`src/rtl/dtm_agg_pkg.sv`:
```
// Shared definitions for the DTM receive-lane aggregator.
package dtm_agg_pkg;

  // Default lane word width.
  localparam int unsigned DefaultDataW = 10;

  // Width of a channel tag: clog2 of the lane count, never below one bit.
  function automatic int unsigned ch_tag_w(input int unsigned n);
    return (n <= 1) ? 1 : $clog2(n);
  endfunction

endpackage

```
`src/rtl/dtm_agg_fifo.sv`:
```
// Single-lane synchronous FIFO with a combinational head word.
// Pointers carry one extra wrap bit to tell full from empty.
module dtm_agg_fifo #(
  parameter int unsigned DATA_W     = 10,
  parameter int unsigned FIFO_DEPTH = 4,
  localparam int unsigned AW        = $clog2(FIFO_DEPTH)
) (
  input  logic              clk_i,
  input  logic              rst_i,
  input  logic              push_i,
  input  logic              pop_i,
  input  logic [DATA_W-1:0] data_i,
  output logic [DATA_W-1:0] data_o,
  output logic              full_o,
  output logic              empty_o,
  output logic [AW:0]       count_o
);

  logic [AW:0]       wptr_q, wptr_d;
  logic [AW:0]       rptr_q, rptr_d;
  logic [DATA_W-1:0] mem_q [FIFO_DEPTH];
  logic              do_push, do_pop;

  assign empty_o = (wptr_q == rptr_q);
  assign full_o  = (wptr_q[AW] != rptr_q[AW]) && (wptr_q[AW-1:0] == rptr_q[AW-1:0]);
  assign count_o = wptr_q - rptr_q;
  assign data_o  = mem_q[rptr_q[AW-1:0]];

  // A push into a full FIFO is only legal when the head leaves in the same cycle.
  assign do_push = push_i && (!full_o || pop_i);
  assign do_pop  = pop_i && !empty_o;

  // Pointer next-state.
  always_comb begin
    wptr_d = wptr_q;
    rptr_d = rptr_q;
    if (do_push) wptr_d = wptr_q + 1'b1;
    if (do_pop)  rptr_d = rptr_q + 1'b1;
  end

  // Pointer registers; reset flushes the FIFO.
  always_ff @(posedge clk_i) begin
    if (rst_i) begin
      wptr_q <= '0;
      rptr_q <= '0;
    end else begin
      wptr_q <= wptr_d;
      rptr_q <= rptr_d;
    end
  end

  // Storage array; contents are don't-care while empty, so no reset.
  always_ff @(posedge clk_i) begin
    if (do_push) mem_q[wptr_q[AW-1:0]] <= data_i;
  end

endmodule

```
`src/rtl/dtm_rx_aggregator.sv`:
```
// Merges NUM_CH COB receive lanes into one tagged valid/ready stream.
// Per-lane FIFOs, round-robin arbitration, registered output, sticky drop flags.
// Optional build macro DTM_AGG_STATS_EN adds per-lane saturating word counters.
module dtm_rx_aggregator
  import dtm_agg_pkg::*;
#(
  parameter int unsigned NUM_CH     = 8,
  parameter int unsigned DATA_W     = DefaultDataW,
  parameter int unsigned FIFO_DEPTH = 4,
  localparam int unsigned CH_W      = ch_tag_w(NUM_CH)
) (
  input  logic                     distClk,
  input  logic                     distClkRst,
  input  logic [NUM_CH-1:0]        chEnable,
  input  logic [NUM_CH*DATA_W-1:0] rxData,
  input  logic [NUM_CH-1:0]        rxDataEn,
  output logic [DATA_W-1:0]        txData,
  output logic [CH_W-1:0]          txChan,
  output logic                     txDataEn,
  input  logic                     txReady,
  output logic [NUM_CH-1:0]        overflow,
  input  logic                     overflowClr,
`ifdef DTM_AGG_STATS_EN
  output logic [NUM_CH*16-1:0]     wordCount,
`endif
  output logic [NUM_CH-1:0]        fifoEmpty
);

  localparam int unsigned CntW = $clog2(FIFO_DEPTH) + 1;

  logic [NUM_CH-1:0] wr_req, accept, drop, pop;
  logic [NUM_CH-1:0] lane_full, lane_empty;
  logic [DATA_W-1:0] lane_head  [NUM_CH];
  logic [CntW-1:0]   lane_count [NUM_CH];

  logic [DATA_W-1:0] tx_data_q, tx_data_d;
  logic [CH_W-1:0]   tx_chan_q, tx_chan_d;
  logic              tx_valid_q, tx_valid_d;
  logic [CH_W-1:0]   ptr_q, ptr_d;
  logic [NUM_CH-1:0] overflow_q, overflow_d;

  logic              load_slot;
  logic              grant_found;
  logic [CH_W-1:0]   grant_idx;
  int unsigned       cand;
  logic [CH_W-1:0]   cand_idx;

  assign load_slot = !tx_valid_q || txReady;
  assign wr_req    = rxDataEn & chEnable;
  // Popping a lane frees a slot for a same-cycle write to that lane.
  assign accept    = wr_req & (~lane_full | pop);
  assign drop      = wr_req & ~accept;

  for (genvar k = 0; k < NUM_CH; k++) begin : g_lane
    dtm_agg_fifo #(
      .DATA_W     (DATA_W),
      .FIFO_DEPTH (FIFO_DEPTH)
    ) u_fifo (
      .clk_i   (distClk),
      .rst_i   (distClkRst),
      .push_i  (accept[k]),
      .pop_i   (pop[k]),
      .data_i  (rxData[k*DATA_W +: DATA_W]),
      .data_o  (lane_head[k]),
      .full_o  (lane_full[k]),
      .empty_o (lane_empty[k]),
      .count_o (lane_count[k])
    );
  end

  // Round-robin search: first non-empty lane starting at ptr_q.
  always_comb begin
    grant_found = 1'b0;
    grant_idx   = '0;
    cand        = 0;
    cand_idx    = '0;
    for (int unsigned i = 0; i < NUM_CH; i++) begin
      cand = 32'(ptr_q) + i;
      if (cand >= NUM_CH) cand = cand - NUM_CH;
      cand_idx = CH_W'(cand);
      if (!grant_found && (lane_count[cand_idx] != '0)) begin
        grant_found = 1'b1;
        grant_idx   = cand_idx;
      end
    end
  end

  // Pop the granted lane only when the output register can take its word.
  always_comb begin
    pop = '0;
    if (load_slot && grant_found) pop[grant_idx] = 1'b1;
  end

  // Output register, arbitration pointer and overflow flag next-state.
  always_comb begin
    tx_valid_d = tx_valid_q;
    tx_data_d  = tx_data_q;
    tx_chan_d  = tx_chan_q;
    ptr_d      = ptr_q;
    if (load_slot) begin
      tx_valid_d = grant_found;
      if (grant_found) begin
        tx_data_d = lane_head[grant_idx];
        tx_chan_d = grant_idx;
        ptr_d     = (32'(grant_idx) + 1 >= NUM_CH) ? '0 : grant_idx + 1'b1;
      end
    end
    // Clear wins over a concurrent drop; that drop is not recorded.
    overflow_d = overflowClr ? '0 : (overflow_q | drop);
  end

  // State registers with synchronous reset.
  always_ff @(posedge distClk) begin
    if (distClkRst) begin
      tx_valid_q <= 1'b0;
      tx_data_q  <= '0;
      tx_chan_q  <= '0;
      ptr_q      <= '0;
      overflow_q <= '0;
    end else begin
      tx_valid_q <= tx_valid_d;
      tx_data_q  <= tx_data_d;
      tx_chan_q  <= tx_chan_d;
      ptr_q      <= ptr_d;
      overflow_q <= overflow_d;
    end
  end

  assign txData    = tx_data_q;
  assign txChan    = tx_chan_q;
  assign txDataEn  = tx_valid_q;
  assign overflow  = overflow_q;
  assign fifoEmpty = lane_empty;

`ifdef DTM_AGG_STATS_EN
  for (genvar k = 0; k < NUM_CH; k++) begin : g_stats
    logic [15:0] word_cnt_q, word_cnt_d;

    // Saturating count of accepted writes; overflowClr also clears it.
    always_comb begin
      word_cnt_d = word_cnt_q;
      if (overflowClr) begin
        word_cnt_d = '0;
      end else if (accept[k] && (word_cnt_q != 16'hFFFF)) begin
        word_cnt_d = word_cnt_q + 16'd1;
      end
    end

    // Counter register.
    always_ff @(posedge distClk) begin
      if (distClkRst) word_cnt_q <= '0;
      else            word_cnt_q <= word_cnt_d;
    end

    assign wordCount[k*16 +: 16] = word_cnt_q;
  end
`endif

endmodule

```
`config.mk`:
```
export PLATFORM = sky130hd
export DESIGN_NAME = dtm_rx_aggregator
export DESIGN_NICKNAME = d
export VERILOG_FILES = /design/src/rtl/dtm_agg_pkg.sv /design/src/rtl/dtm_agg_fifo.sv /design/src/rtl/dtm_rx_aggregator.sv
export SDC_FILE = /design/constraint.sdc
export NUM_CORES = 1
export LEC_CHECK = 0
export BUFFER_PORTS_ARGS = -buffer_cell sky130_fd_sc_hd__buf_2
export CAP_MARGIN = 10
export CORE_MARGIN = 2
export CORE_UTILIZATION = 60
export CTS_CLUSTER_DIAMETER = 50
export DETAILED_ROUTE_END_ITERATION = 7
export PLACE_DENSITY = 0.79
export SLEW_MARGIN = 20
export SYNTH_ARGS = -nofsm -noshare
export SYNTH_HDL_FRONTEND = slang
export SYNTH_SLANG_ARGS = --single-unit
```
`constraint.sdc`:
```
create_clock -name distClk -period 6.47 [get_ports distClk]
set_input_delay 0.647 -clock distClk [delete_from_list [all_inputs] [get_ports distClk]]
set_output_delay 0.647 -clock distClk [all_outputs]
set_load 0.01 [all_outputs]
```
After elaboration in Yosys (flattened, before gate mapping):

Memories as Yosys holds them, arrays and structs flattened. A register that Yosys moved wholly into a read port is not among the register bits.
Index checks and enable logic that the tools add are counted.

* add/subtract/negate cells: 41
* magnitude comparators: 20
* eq/ne operators: 24
* multiplexer cells: 87
* bitwise logic cells: 16
* reduce and logical (&&, ||, !) cells: 76

Operators with widths (number)
* 3-bit 2-to-1 mux: 33
* 3-bit binary-select mux with 3-bit select: 8
* 4-bit greater-or-equal comparator (second input constant): 17
* 3-bit by 1-bit adder with 3-bit output (second input constant): 17
* 3-bit NOT with 4-bit output: 9
* 1-bit logical AND: 33
* 2-bit 2-to-1 mux: 16
* 10-bit binary-select mux with 3-bit select: 1
* 1-bit 2-to-1 mux: 25
* 8-bit AND: 3
* 3-bit == test: 8
* 1-bit logical NOT: 24
* 3-bit nonzero test: 8
* 3-bit by 1-bit subtractor with 3-bit output (second input constant): 8
* 3-bit subtractor: 8
* 10-bit 2-to-1 mux: 2
* 3-bit by 3-bit adder with 4-bit output (second input constant): 4
* 2-bit == test: 8
* 8-bit NOT: 2
* 8-bit OR: 2
* 1-bit logical OR: 9
* 3-bit by 1-bit adder with 4-bit output (second input constant): 2
* 3-bit by 2-bit adder with 4-bit output (second input constant): 2
* 8-bit 2-to-1 mux: 1
* other kinds (7): 14

* register bits after elaboration: 73
* memory bits (writable): 320
* bits of input ports: 100
* memories: 8

Memory list
* g_lane[0].u_fifo.mem_q: words 4, bits a word 10, read ports 1, clocked after Yosys merged registers in 1, write ports 1, line dtm_agg_fifo.sv:21 `logic [DATA_W-1:0] mem_q [FIFO_DEPTH];`
* g_lane[1].u_fifo.mem_q: words 4, bits a word 10, read ports 1, clocked after Yosys merged registers in 1, write ports 1, line dtm_agg_fifo.sv:21
* g_lane[2].u_fifo.mem_q: words 4, bits a word 10, read ports 1, clocked after Yosys merged registers in 1, write ports 1, line dtm_agg_fifo.sv:21
* g_lane[3].u_fifo.mem_q: words 4, bits a word 10, read ports 1, clocked after Yosys merged registers in 1, write ports 1, line dtm_agg_fifo.sv:21
* g_lane[4].u_fifo.mem_q: words 4, bits a word 10, read ports 1, clocked after Yosys merged registers in 1, write ports 1, line dtm_agg_fifo.sv:21
* g_lane[5].u_fifo.mem_q: words 4, bits a word 10, read ports 1, clocked after Yosys merged registers in 1, write ports 1, line dtm_agg_fifo.sv:21
* 2 more memories

Logic depth before layout (Yosys ltp):

Gate-level depths: netlist of the first run.

* word-level depth: 39
* gate-level depth with buffers: 18

Cells and area by module:

From an unflattened synthesis of the first run, not the netlist that was laid out.

* cell total of the unflattened synthesis: 1265
* area, all modules: 18681.7 µm²

Modules (own cells, without submodules)
* dtm_agg_fifo: instances 8, cells each 107, area an instance 1955.6 µm², seq. area each 1361.3 µm²
* dtm_rx_aggregator: instances 1, cells each 409, area an instance 3036.7 µm², seq. area each 500.5 µm²

Worst setup path before layout of the first run:

No wires, ideal clock.

* path kind: register to register
* from: register ptr_q[0]
* to: memory g_lane[3].u_fifo.mem_q[3][0] (enable)
* arrival time: 4.273 ns
* data required time: 6.127 ns
* slack: 1.853 ns
* cell stages (with the launch flop): 15
* buffers on the path: 2
* cells stage by stage: dfxtp_1 -> clkbuf_1 -> inv_2 -> ha_1 -> clkbuf_1 -> or2_2 -> o22ai_1 -> o21ai_1 -> nor4_1 -> nor3_2 -> or4_1 -> a21o_4 -> a2111oi_4 -> o311a_2 -> and2_1

* cells in the longest elaborated chain, start to end: 39
* elaborated cells between the ends (all ways): 114
* those cells by class: add/sub (15); order compare (10); mux (53); bitwise (10); reduce/logical (26)

RTL lines
* start, declared: line dtm_rx_aggregator.sv:39 `logic [CH_W-1:0] ptr_q, ptr_d;`
* start signal, assigned: line dtm_rx_aggregator.sv:124 `ptr_q <= ptr_d;`
* branches (longest 33 deep; another with 3-bit by 1-bit adder with 4-bit output)
* 8-bit 2-to-1 mux *: line dtm_rx_aggregator.sv:91 `if (load_slot && grant_found) pop[grant_idx] = 1'b1;`
* 8-bit OR: line dtm_rx_aggregator.sv:51 `assign accept = wr_req & (~lane_full | pop);`
* 8-bit AND: line dtm_rx_aggregator.sv:51
* 1-bit logical AND *: line dtm_agg_fifo.sv:30 `assign do_push = push_i && (!full_o || pop_i);`
* 1-bit 2-to-1 mux *: line dtm_agg_fifo.sv:54 `if (do_push) mem_q[wptr_q[AW-1:0]] <= data_i;`
* 1-bit 2-to-1 mux (implied by the code) *: line dtm_agg_fifo.sv:54
* end, declared: line dtm_agg_fifo.sv:21

Every way passes the cells marked *. The select of a mux whose other input is x is not followed.

Final worst setup path of the first run:

* from: register ptr_q[1]
* to: memory g_lane[1].u_fifo.mem_q[1][6] (enable)

* cells in the longest elaborated chain, start to end: 39
* elaborated cells between the ends (all ways): 114
* those cells by class: add/sub (15); order compare (10); mux (53); bitwise (10); reduce/logical (26)

RTL lines (line)
* branches (longest 33 deep; another with 3-bit by 1-bit adder with 4-bit output)
* 8-bit 2-to-1 mux *: dtm_rx_aggregator.sv:91
* 8-bit OR: dtm_rx_aggregator.sv:51
* 8-bit AND: dtm_rx_aggregator.sv:51
* 1-bit logical AND *: dtm_agg_fifo.sv:30
* 1-bit 2-to-1 mux *: dtm_agg_fifo.sv:54
* 1-bit 2-to-1 mux (implied by the code) *: dtm_agg_fifo.sv:54
* end, declared: dtm_agg_fifo.sv:21

Marked as above.

==> flow_summary_export.csv, run 1 <==
group,metric,value,unit
grt,antenna_found_initial,1,
timing,rsz0062_at_grt,"no",
synth,ys_ff_latch,409,
grt,grt_pass1_wl,62900,µm
place,dpl.hpwl,29000,µm
timing,setup_ws,1.10,ns
run_status,outcome,"complete, no violations",
synth,ys_async_sr_fraction,0,
synth,syn_inst,1176,
clocking,cts_buffers,43,
grt,grt_remaining_overflow,0,
drt,drc_errors,0,
clocking,postCtsSetupBuffers,0,
pwr,ir_drop,0.000448,V
synth,syn_area,18300,µm²
critical_path,crit_fanout,25,
drt,initialDrtViolationCount,963,
clocking,hold_buffers,0,
synth,synth_top_area_share,0.524,
critical_path,r2r_slack,1.10,ns
critical_path,r2r_start,"ptr_q[1]$_SDFFE_PP0N_",
clocking,h-tree-depth,2,
synth,yosys_warnings,0,
drt,wire_per_inst,23.7,µm
floorplanning,ioPinCount,130,
place,pre_cts_slack,1.14,ns
grt,grt_usage,0.264,
floorplanning,core-area,29900,µm²
critical_path,critPathLaunchType,"flop",
floorplanning,die_width,179,µm
drt,avgViaCountPerCell,6.16,
place,dp.cells,1653,
place,port_buffers,129,
timing,skew,0.0235,ns
clocking,cts.sinks,409,
critical_path,crit_arrival,5.56,ns
timing,setup_viol,0,
clocking,clockRootBuffer,"clkbuf_16",
floorplanning,dieArea,32000,µm²
flow_run,maxCapViolCount,0,
worst_hold_path,min_from,"rxData[35]",
timing,finalSetupTns,0,ns
timing,fmax,0.186,GHz
cells_and_area,drive_gt1_frac,0.252,
place,gp_congestion,0.923,
critical_path,path_class,"flop to flop",
pwr,p_leak,7.27,nW
clocking,cts_tree,"built",
cells_and_area,fin_nets,1475,
drt,antenna_left,0,
clocking,path_clk_slew,0.06,ns
timing,worstMarginPinSlew,0.829,ns
grt,grt_max_degree,75,
floorplanning,start_util,0.613,
cells_and_area,final_cells,1734,
synth,yosysSeqAreaShare,0.622,
critical_path,worstSetupEndpointType,"flop",
synth,ys.flop_type,"edfxtp_1",
drt,firstDrtPassIters,7,
timing,period_minus_slack,5.37,ns
clocking,cts.path.max_buffers,3,
timing,finalMaxSlewViolations,0,
pwr,powerDensity,496,nW/µm²
synth,synth_edf_count,320,
synth,synth_commonest_cells,"edfxtp_1 (320), dfxtp_1 (89), mux4_2 (84)",
synth,synth_nets,1343,
synth,synth.distinct_cells,93,
timing,period_share,0.831,
timing,max_slew_margin,0.447,
floorplanning,core.rowCount,63,
drt,vias,10700,
worst_hold_path,hold_class,"primary input to flop",
clocking,cts_resized,0,
critical_path,startpoint,"ptr_q[1]$_SDFFE_PP0N_",
synth,yosysMostFrequentCell,"edfxtp_1",
synth,netlist_top_cells_area,"edfxtp_1 (52%), mux4_2 (10%), dfxtp_1 (9.7%)",
timing,final_hold_viol_count,0,
cells_and_area,synthToLayoutAreaGrowth,12.7,%
synth,synth_top_area_cell,"edfxtp_1",
floorplanning,die_h,179,µm
critical_path,cp.required,6.65,ns
synth,avgSynthCellArea,15.6,µm²
drt,finalWirelength,41000,µm
clocking,clk_latency,0.55,ns
grt,grt_pass1_vias,10900,
[logic make-up after synthesis]
| group | after synthesis | synth area share |
|---|---|---|
| xor gates and xnor gates | 44 | 0.0277 |
| muxes | 126 | 0.126 |
| buffers and inverters | 96 | 0.0230 |
| DFF | 409 | 0.622 |
| and+or+nand+nor | 251 | 0.0736 |
| adders and majority gates | 67 | 0.0490 |
| AOI/OAI and AO/OA | 183 | 0.0789 |
[worst paths after layout]
check	end	cells past startpoint
worst max-delay path	g_lane[1].u_fifo.mem_q[1][6]$_DFFE_PP_	14
worst min-delay path	g_lane[3].u_fifo.mem_q[2][5]$_DFFE_PP_	1
worst max register to register	g_lane[1].u_fifo.mem_q[1][6]$_DFFE_PP_	14
worst min register to register	overflow[4]$_SDFF_PP0_	2
[power breakdown]
group | switching [W] | leakage [nW] | internal, W | total (W)
Sequential | 0.000162 | 3.63 | 0.00297 | 0.00313
Clock | 0.00100 | 0.657 | 0.00131 | 0.00232
Combinational | 0.00303 | 2.98 | 0.00175 | 0.00479
Total | 0.00420 | 7.27 | 0.00603 | 0.0102
[final cells by class]
type                    instances  area, µm²
well taps                     390        488
fillers                      1961       9220
clock inverters                24        156
flip-flops and latches        409      11400
repair buffers                143        751
multi-input cells             671       6530
diodes                          1       2.50
clock buffers                  56       1190
inverters                      40        150
[flip-flops by register name (all words and copies together) (netlist names), named ones only]
| name | count |
|---|---|
| overflow | 8 |
| g_lane.u_fifo.wptr_q | 24 |
| g_lane.u_fifo.rptr_q | 24 |
| ptr_q | 3 |
| g_lane.u_fifo.mem_q | 320 |
| txDataEn | 1 |
| txData | 10 |
| txChan | 3 |
[worst max-delay path, cell delays in order (launching register included)]
cell and delay (ns):
dfxtp_1 0.31, buf_4 0.28, clkinv_1 0.10, buf_4 0.18, ha_1 0.55, nand2b_1 0.28, nor3b_1 0.09, or3_1 0.41
a221oi_2 0.54, a211oi_1 0.18, o32ai_2 0.38, nand3_2 0.37, a2111oi_2 0.52, o311a_2 0.30, and2_1 0.52
[metal layers]
layer	part of all wire	up-vias	global-route usage	routed length, µm
li1	-	4870	-	-
met1	0.41	5338	0.352	16900
met2	0.50	388	0.448	20500
met3	0.059	84	0.0403	2400
met4	0.030	0	0.0874	1250
met5	0	-	0	0
[cells in the final DEF, fill, tap and decap left out, drive strengths merged, types with 16 or more instances in the layout]
cell | synthesis | final
edfxtp | 320 | 320
buf | 36 | 143
dfxtp | 89 | 89
mux4 | 84 | 84
nor2 | 81 | 81
ha | 59 | 59
clkbuf | 20 | 56
inv | 38 | 43
mux2i | 40 | 40
and2 | 37 | 37
nand2 | 36 | 36
nand3 | 28 | 28
a21oi | 28 | 28
o21ai | 26 | 26
xnor2 | 25 | 25
nor3 | 22 | 22
clkinv | 2 | 19
a31oi | 16 | 16
[metrics by stage]
stage,instance area (µm²),utilization,hold WS [ns],power [W]
2_1_floorplan,18300,-,0.481,0.00648
3_3_place_gp,19300,0.646,0.451,0.00784
3_5_place_dp,19300,0.646,0.477,0.00788
4_1_cts,20600,0.691,0.303,0.0102
5_1_grt,20600,0.691,0.305,0.0107
6_report,20700,0.691,0.318,0.0102
No activity file was read; power rests on OpenSTA's default activity.
==> run 2: changes to the inputs <==
Settings changed: CORE_UTILIZATION 60 to 55, PLACE_DENSITY 0.79 to 0.77.
Clock period 6.47 ns to 4.9 ns, I/O delays scaled along.
==> run 2 against run 1 <==
Net effect: worst setup slack got worse by 0.98 ns; worst hold slack worse by 0.15 ns; combinational power increased by 42%; sequential cell count did not move; utilization fell by 4.4 points; clock-buffer cell count up 1; design area up 2.5%; critical endpoint is now g_lane[5].u_fifo.mem_q[3][3]$_DFFE_PP_.
==> flow_summary_export.csv, run 2 (same netlist as run 1, synthesis figures left out) <==
group,metric,value,unit
run_status,outcome,"complete, no violations",
clocking,h-tree-depth,2,
clocking,cts.sinks,409,
critical_path,r2r_slack,0.11,ns
pwr,power.switching,0.00567,W
timing,max_slew_margin,0.471,
drt,finalWirelength,41800,µm
timing,setup_viol,0,
cells_and_area,drive_gt1_frac,0.296,
cells_and_area,finalInstanceArea,21200,µm²
place,port_buffers,129,
timing,period_share,0.977,
grt,antenna_found_initial,1,
floorplanning,dieArea,34800,µm²
critical_path,worstSetupEndpointType,"flop",
drt,vias,10900,
clocking,path_clk_slew,0.06,ns
timing,period_minus_slack,4.79,ns
timing,skew,0.0170,ns
clocking,clk_latency,0.54,ns
pwr,comb_power_share,0.489,
grt,grt_usage,0.239,
drt,wire_per_inst,22.9,µm
drt,initialDrtViolationCount,1003,
place,dpl.hpwl,29700,µm
critical_path,critPathLaunchType,"flop",
floorplanning,core.rowCount,66,
pwr,clock_power_share,0.215,
worst_hold_path,hold_class,"primary input to flop",
critical_path,cp-endpoint,"g_lane[5].u_fifo.mem_q[3][3]$_DFFE_PP_",
drt,drc_errors,0,
pwr,switching_share,0.407,
cells_and_area,final_cell_mix,"edfxtp_1 (320), buf_2 (129), dfxtp_1 (89)",
drt,avgViaCountPerCell,5.97,
timing,worstMarginPinSlew,0.793,ns
floorplanning,die_h,187,µm
grt,grt_pass1_vias,11100,
drt,firstDrtPassIters,6,
floorplanning,core-area,32700,µm²
place,place_area,19600,µm²
cells_and_area,final_common_cell,"edfxtp_1",
floorplanning,ioPinCount,130,
floorplanning,die_width,187,µm
critical_path,r2r_start,"g_lane[2].u_fifo.wptr_q[0]$_SDFFE_PP0P_",
critical_path,crit_fanout,10,
pwr,p_seq_frac,0.296,
pwr,p_leak,7.51,nW
pwr,internal-power,0.00825,W
grt,grt_pass1_wl,64000,µm
critical_path,r2r_cells,15,
drt,antenna_left,0,
critical_path,path_class,"flop to flop",
grt,grt_remaining_overflow,0,
place,gp_congestion,0.950,
clocking,cts_buffers,42,
cells_and_area,fin_nets,1513,
pwr,powerDensity,658,nW/µm²
timing,finalMaxSlewViolations,0,
critical_path,crit_arrival,5.03,ns
floorplanning,start_util,0.560,
clocking,cts.path.max_buffers,3,
critical_path,cp.required,5.14,ns
place,dp.cells,1742,
cells_and_area,synthToLayoutAreaGrowth,15.5,%
timing,final_hold_viol_count,0,
grt,grt_max_degree,75,
clocking,cts_tree,"built",
critical_path,startpoint,"g_lane[2].u_fifo.wptr_q[0]$_SDFFE_PP0P_",
pwr,ir_drop,0.000670,V
clocking,clockRootBuffer,"clkbuf_16",
flow_run,maxCapViolCount,0,
critical_path,timing.rr.end,"g_lane[5].u_fifo.mem_q[3][3]$_DFFE_PP_",
timing,fmax,0.209,GHz
cells_and_area,largest_register_ffs,320,
cells_and_area,final_cells,1823,
cells_and_area,utilization,0.647,
-- run 2: changes by cell type in the layout (fill, tap and decap cells not counted), sizes merged --
cell / previous run / this run
clkinv: 19 / 16
clkbuf: 56 / 57
inv: 43 / 44
buf: 143 / 182
clkinvlp: 2 / 1
-- run 2: layout make-up --
| type | instances | area, µm² |
|---|---|---|
| fillers | 2331 | 11500 |
| flip-flops and latches | 409 | 11400 |
| multi-input cells | 671 | 6700 |
| clock buffers | 57 | 1160 |
| repair buffers | 182 | 1050 |
| well taps | 442 | 553 |
| clock inverters | 21 | 150 |
| inverters | 40 | 150 |
| diodes | 1 | 2.50 |
-- run 2: metrics by stage --
stage                     TNS (ns)  setup slack, ns  hold slack, ns  power (W)
after global placement           0           0.0211           0.444     0.0105
final                            0            0.111           0.167     0.0139
after floorplan                  0            0.283           0.481    0.00855
after CTS                        0           0.0222           0.148     0.0136
after global routing        -0.506          -0.0343           0.160     0.0145
after detailed placement     -1.73          -0.0790           0.445     0.0106
-- run 2: worst max-delay path, cell delays in order (launching register included) --
cell and delay, ns:
dfxtp_1 0.39, inv_1 0.10, ha_1 0.20, fa_1 0.37, xor3_1 0.28, o32ai_1 0.46, mux4_2 0.46, and4_1 0.28
or4b_1 0.51, o41ai_4 0.11, a21o_4 0.22, buf_4 0.18, a41oi_2 0.20, buf_4 0.22, nor3b_2 0.29, buf_6 0.21
-- run 2: metal layers --
| layer | GRT usage | wire [µm] | vias up |
|---|---|---|---|
| li1 | - | - | 4931 |
| met1 | 0.320 | 16800 | 5420 |
| met2 | 0.408 | 20700 | 457 |
| met3 | 0.0384 | 3110 | 79 |
| met4 | 0.0656 | 1060 | 0 |
| met5 | 0 | 0 | - |
-- run 2: repair_timing --
action	in CTS	in global routing
setup buffers	0	2
pin swaps	0	2
hold buffers	0	0
gates resized for setup	4	35
setup endpoints to repair	40	337
-- run 2: worst min path at each step --
stage | start | end | depth (start not counted)
3_5_place_dp | txChan[0]$_SDFFE_PP0N_ | txChan[0]$_SDFFE_PP0N_ | 2
4_1_cts | rxData[43] | g_lane[4].u_fifo.mem_q[0][3]$_DFFE_PP_ | 1
3_3_place_gp | overflow[1]$_SDFF_PP0_ | overflow[1]$_SDFF_PP0_ | 2
6_report | rxData[43] | g_lane[4].u_fifo.mem_q[2][3]$_DFFE_PP_ | 1
2_1_floorplan | txChan[0]$_SDFFE_PP0N_ | txChan[0]$_SDFFE_PP0N_ | 2
5_1_grt | rxData[22] | g_lane[2].u_fifo.mem_q[2][2]$_DFFE_PP_ | 1
-- run 2: power groups by stage --
stage                     clock network (W)  registers, W  logic, W
final                               0.00300       0.00412   0.00681
after global routing                0.00317       0.00415   0.00722
after CTS                           0.00304       0.00413   0.00641
after detailed placement                  0       0.00420   0.00638
after global placement                    0       0.00419   0.00633
after floorplan                           0       0.00407   0.00448
==> run 3: changes to the inputs <==
Settings changed: SYNTH_HIERARCHICAL from default to 1.
==> run 3 against run 2 <==
Net effect: worst setup slack gained 0.014 ns; synthesized cell count grew 7.6%; largest power group unchanged; sequential power grew 2%; critical endpoint is now g_lane[5].u_fifo/mem_q[0][9]$_DFFE_PP_; largest cell class unchanged; non-clock buffer count grew 72; critical path depth grew 3; global-route usage grew 0.72 points; utilization grew 2.9 points; die area grew 1.9%; final cell count grew 9.5%; sequential share of layout area shrank 3.6 points; first-iteration DRC count shrank 7.8%.
==> flow_summary_export.csv, run 3 <==
group,metric,value,unit
critical_path,critical_path.slowest_cell,"mux4_2",
worst_hold_path,hold_class,"primary input to flop",
timing,finalSetupTns,0,ns
floorplanning,core-area,33500,µm²
clocking,cts_buffers,45,
clocking,path_clk_slew,0.06,ns
drt,initialDrtViolationCount,925,
synth,syn_area,18700,µm²
clocking,hold_buffers,0,
floorplanning,core.rowCount,67,
critical_path,path_class,"flop to flop",
synth,synthSimpleGateAreaFrac,0.0857,
cells_and_area,register_area,11400,µm²
clocking,h-tree-depth,2,
drt,finalWirelength,43200,µm
drt,drc_errors,0,
cells_and_area,final_cell_mix,"edfxtp_1 (320), buf_2 (128), nand2_1 (100)",
pwr,p_leak,8.56,nW
synth,yosysSeqAreaShare,0.610,
timing,final_hold_viol_count,0,
floorplanning,ioPinCount,130,
floorplanning,die_width,188,µm
critical_path,r2r_cells,18,
timing,period_share,0.975,
synth,synth_top_family_by_area,"multiplexers",
synth,synth_nets,1432,
drt,vias,11700,
critical_path,cp.required,5.21,ns
drt,avgViaCountPerCell,5.84,
synth,synth_xor_area_frac,0.0131,
timing,max_slew_margin,0.513,
timing,worstMarginPinSlew,0.730,ns
timing,finalMaxSlewViolations,0,
synth,ys_async_sr_fraction,0,
critical_path,crit_path_cell_trace,"inv_1, ha_1, fa_1, xnor2_2, nor3_4, mux2_2, mux4_2, and3_1, and4b_1, a211oi_4, buf_6, inv_2, and2_1, nand3b_1, inv_2, o31a_1, and2_1, buf_4",
synth,syn_inst,1265,
cells_and_area,synthToLayoutAreaGrowth,21.4,%
worst_hold_path,holdPathStages,1,
critical_path,crit_arrival,5.09,ns
synth,synth.area.mux_share,0.145,
cells_and_area,largest_register_ffs,320,
pwr,ir_drop,0.000847,V
cells_and_area,fin_nets,1678,
cells_and_area,nFillCells,2329,
critical_path,worstSetupEndpointType,"flop",
clocking,cts.sinks,409,
grt,antenna_found_initial,0,
grt,grt_usage,0.246,
timing,period_minus_slack,4.78,ns
critical_path,r2r_slack,0.12,ns
floorplanning,start_util,0.557,
synth,yosys_warnings,6,
grt,grt_pass1_wl,66500,µm
clocking,cts.path.max_buffers,3,
synth,avgSynthCellArea,14.8,µm²
synth,synth_compound_area_frac,0.0707,
grt,grt_remaining_overflow,0,
timing,setup_viol,0,
clocking,cts_tree,"built",
cells_and_area,final_common_cell,"edfxtp_1",
drt,antenna_left,0,
drt,wire_per_inst,21.6,µm
place,dpl.hpwl,31100,µm
worst_hold_path,holdPathEnd,"g_lane[5].u_fifo/mem_q[3][2]$_DFFE_PP_",
pwr,powerDensity,706,nW/µm²
synth,synthAdderAreaFrac,0.0481,
critical_path,crit_fanout,7,
critical_path,r2r_start,"g_lane[0].u_fifo/wptr_q[0]$_SDFFE_PP0P_",
synth,netlist_top_cells_area,"edfxtp_1 (51%), mux4_2 (11%), dfxtp_1 (9.5%)",
cells_and_area,drive_gt1_frac,0.320,
synth,synth_edf_count,320,
synth,synth.distinct_cells,66,
clocking,clockRootBuffer,"clkbuf_16",
clocking,clk_latency,0.55,ns
grt,grt_max_degree,55,
critical_path,timing.rr.end,"g_lane[5].u_fifo/mem_q[0][9]$_DFFE_PP_",
run_status,outcome,"complete, no violations",
timing,skew,0.0120,ns
cells_and_area,multiInputGateArea,6980,µm²
synth,synth_top_area_cell,"edfxtp_1",
place,port_buffers,129,
synth,synth_commonest_cells,"edfxtp_1 (320), nand2_1 (100), mux4_2 (92)",
critical_path,cp_slowest_stage_delay,0.50,ns
cells_and_area,utilization,0.676,
place,gp_congestion,0.926,
synth,synth_top_area_share,0.514,
floorplanning,die_h,188,µm
critical_path,critPathLaunchType,"flop",
synth,ys_ff_latch,409,
grt,grt_pass1_vias,11800,
drt,firstDrtPassIters,5,
worst_hold_path,min_from,"rxData[52]",
synth,yosysMostFrequentCell,"edfxtp_1",
floorplanning,dieArea,35500,µm²
flow_run,maxCapViolCount,0,
timing,fmax,0.209,GHz
synth,ys.flop_type,"edfxtp_1",
[run 3: kinds of logic (layout without fill, tap and decap cells)]
logic type                 count (synthesis)  count (layout)
AOI/OAI and AO/OA                        169             169
xor gates and xnor gates                  28              28
adders and majority gates                 67              67
buffers and inverters                    124             406
DFF                                      409             409
muxes                                    149             149
other                                      0               1
and+or+nand+nor                          319             319
[run 3: where the power goes]
group	internal [W]	total (W)	leakage (nW)	switching, W
Clock	0.00210	0.00344	0.741	0.00134
Combinational	0.00361	0.00838	4.19	0.00477
Sequential	0.00397	0.00420	3.63	0.000225
Total	0.00969	0.0160	8.56	0.00633
[run 3: worst max path at each step]
stage	to	slack (ns)	startpoint
2_1_floorplan	g_lane[7].u_fifo/mem_q[2][0]$_DFFE_PP_	0.24	g_lane[6].u_fifo/wptr_q[0]$_SDFFE_PP0P_
3_3_place_gp	g_lane[0].u_fifo/mem_q[2][7]$_DFFE_PP_	-0.03	g_lane[0].u_fifo/wptr_q[0]$_SDFFE_PP0P_
3_5_place_dp	g_lane[0].u_fifo/mem_q[1][3]$_DFFE_PP_	-0.12	g_lane[0].u_fifo/wptr_q[0]$_SDFFE_PP0P_
4_1_cts	g_lane[3].u_fifo/mem_q[0][5]$_DFFE_PP_	0.02	g_lane[4].u_fifo/wptr_q[0]$_SDFFE_PP0P_
5_1_grt	g_lane[1].u_fifo/mem_q[1][4]$_DFFE_PP_	-0.06	g_lane[0].u_fifo/wptr_q[0]$_SDFFE_PP0P_
6_report	g_lane[5].u_fifo/mem_q[0][9]$_DFFE_PP_	0.12	g_lane[0].u_fifo/wptr_q[0]$_SDFFE_PP0P_
[run 3: area by class of cell]
class	instances	area share
sequential	409	0.502
multi-input combinational	732	0.308
timing repair buffer	254	0.0861
clock buffer	61	0.0546
tap	448	0.0247
clock inverter	22	0.0133
inverter	69	0.0114
antenna	1	0.000110
[run 3: through the flow]
stage               std cells  power, W  area (µm²)  hold WS, ns  worst slack, ns
CTS                      1993    0.0157       22500        0.132           0.0169
global placement         1910    0.0121       20900        0.520          -0.0347
finish                   1996    0.0160       22700        0.150            0.125
global route             1995    0.0169       22700        0.141          -0.0571
detailed placement       1910    0.0121       20900        0.527           -0.120
floorplan                1265   0.00932       18700        0.484            0.243
[run 3: what timing repair did]
item / in CTS / in global routing
gates resized for setup: 7 / 39
gates cloned: 0 / 0
setup buffers: 0 / 2
pin swaps: 0 / 8
endpoints found under the setup margin: 272 / 336
[run 3: routing by layer]
metal  track usage  wire length [µm]
met2         0.423             21700
met5             0                 0
met1         0.320             17400
met3        0.0408              2640
met4        0.0832              1500
[run 3: worst max-delay path, delay by kind of cell (launching register included)]
family | cells | cell delay (ns)
AO/OA/AOI/OAI | 2 | 0.69
XOR/XNOR | 1 | 0.29
adder cells (fa/ha/maj) | 2 | 0.64
buffers and inverters | 5 | 0.53
flip-flops | 1 | 0.33
multiplexers | 2 | 0.80
AND/OR/NAND/NOR | 6 | 1.25
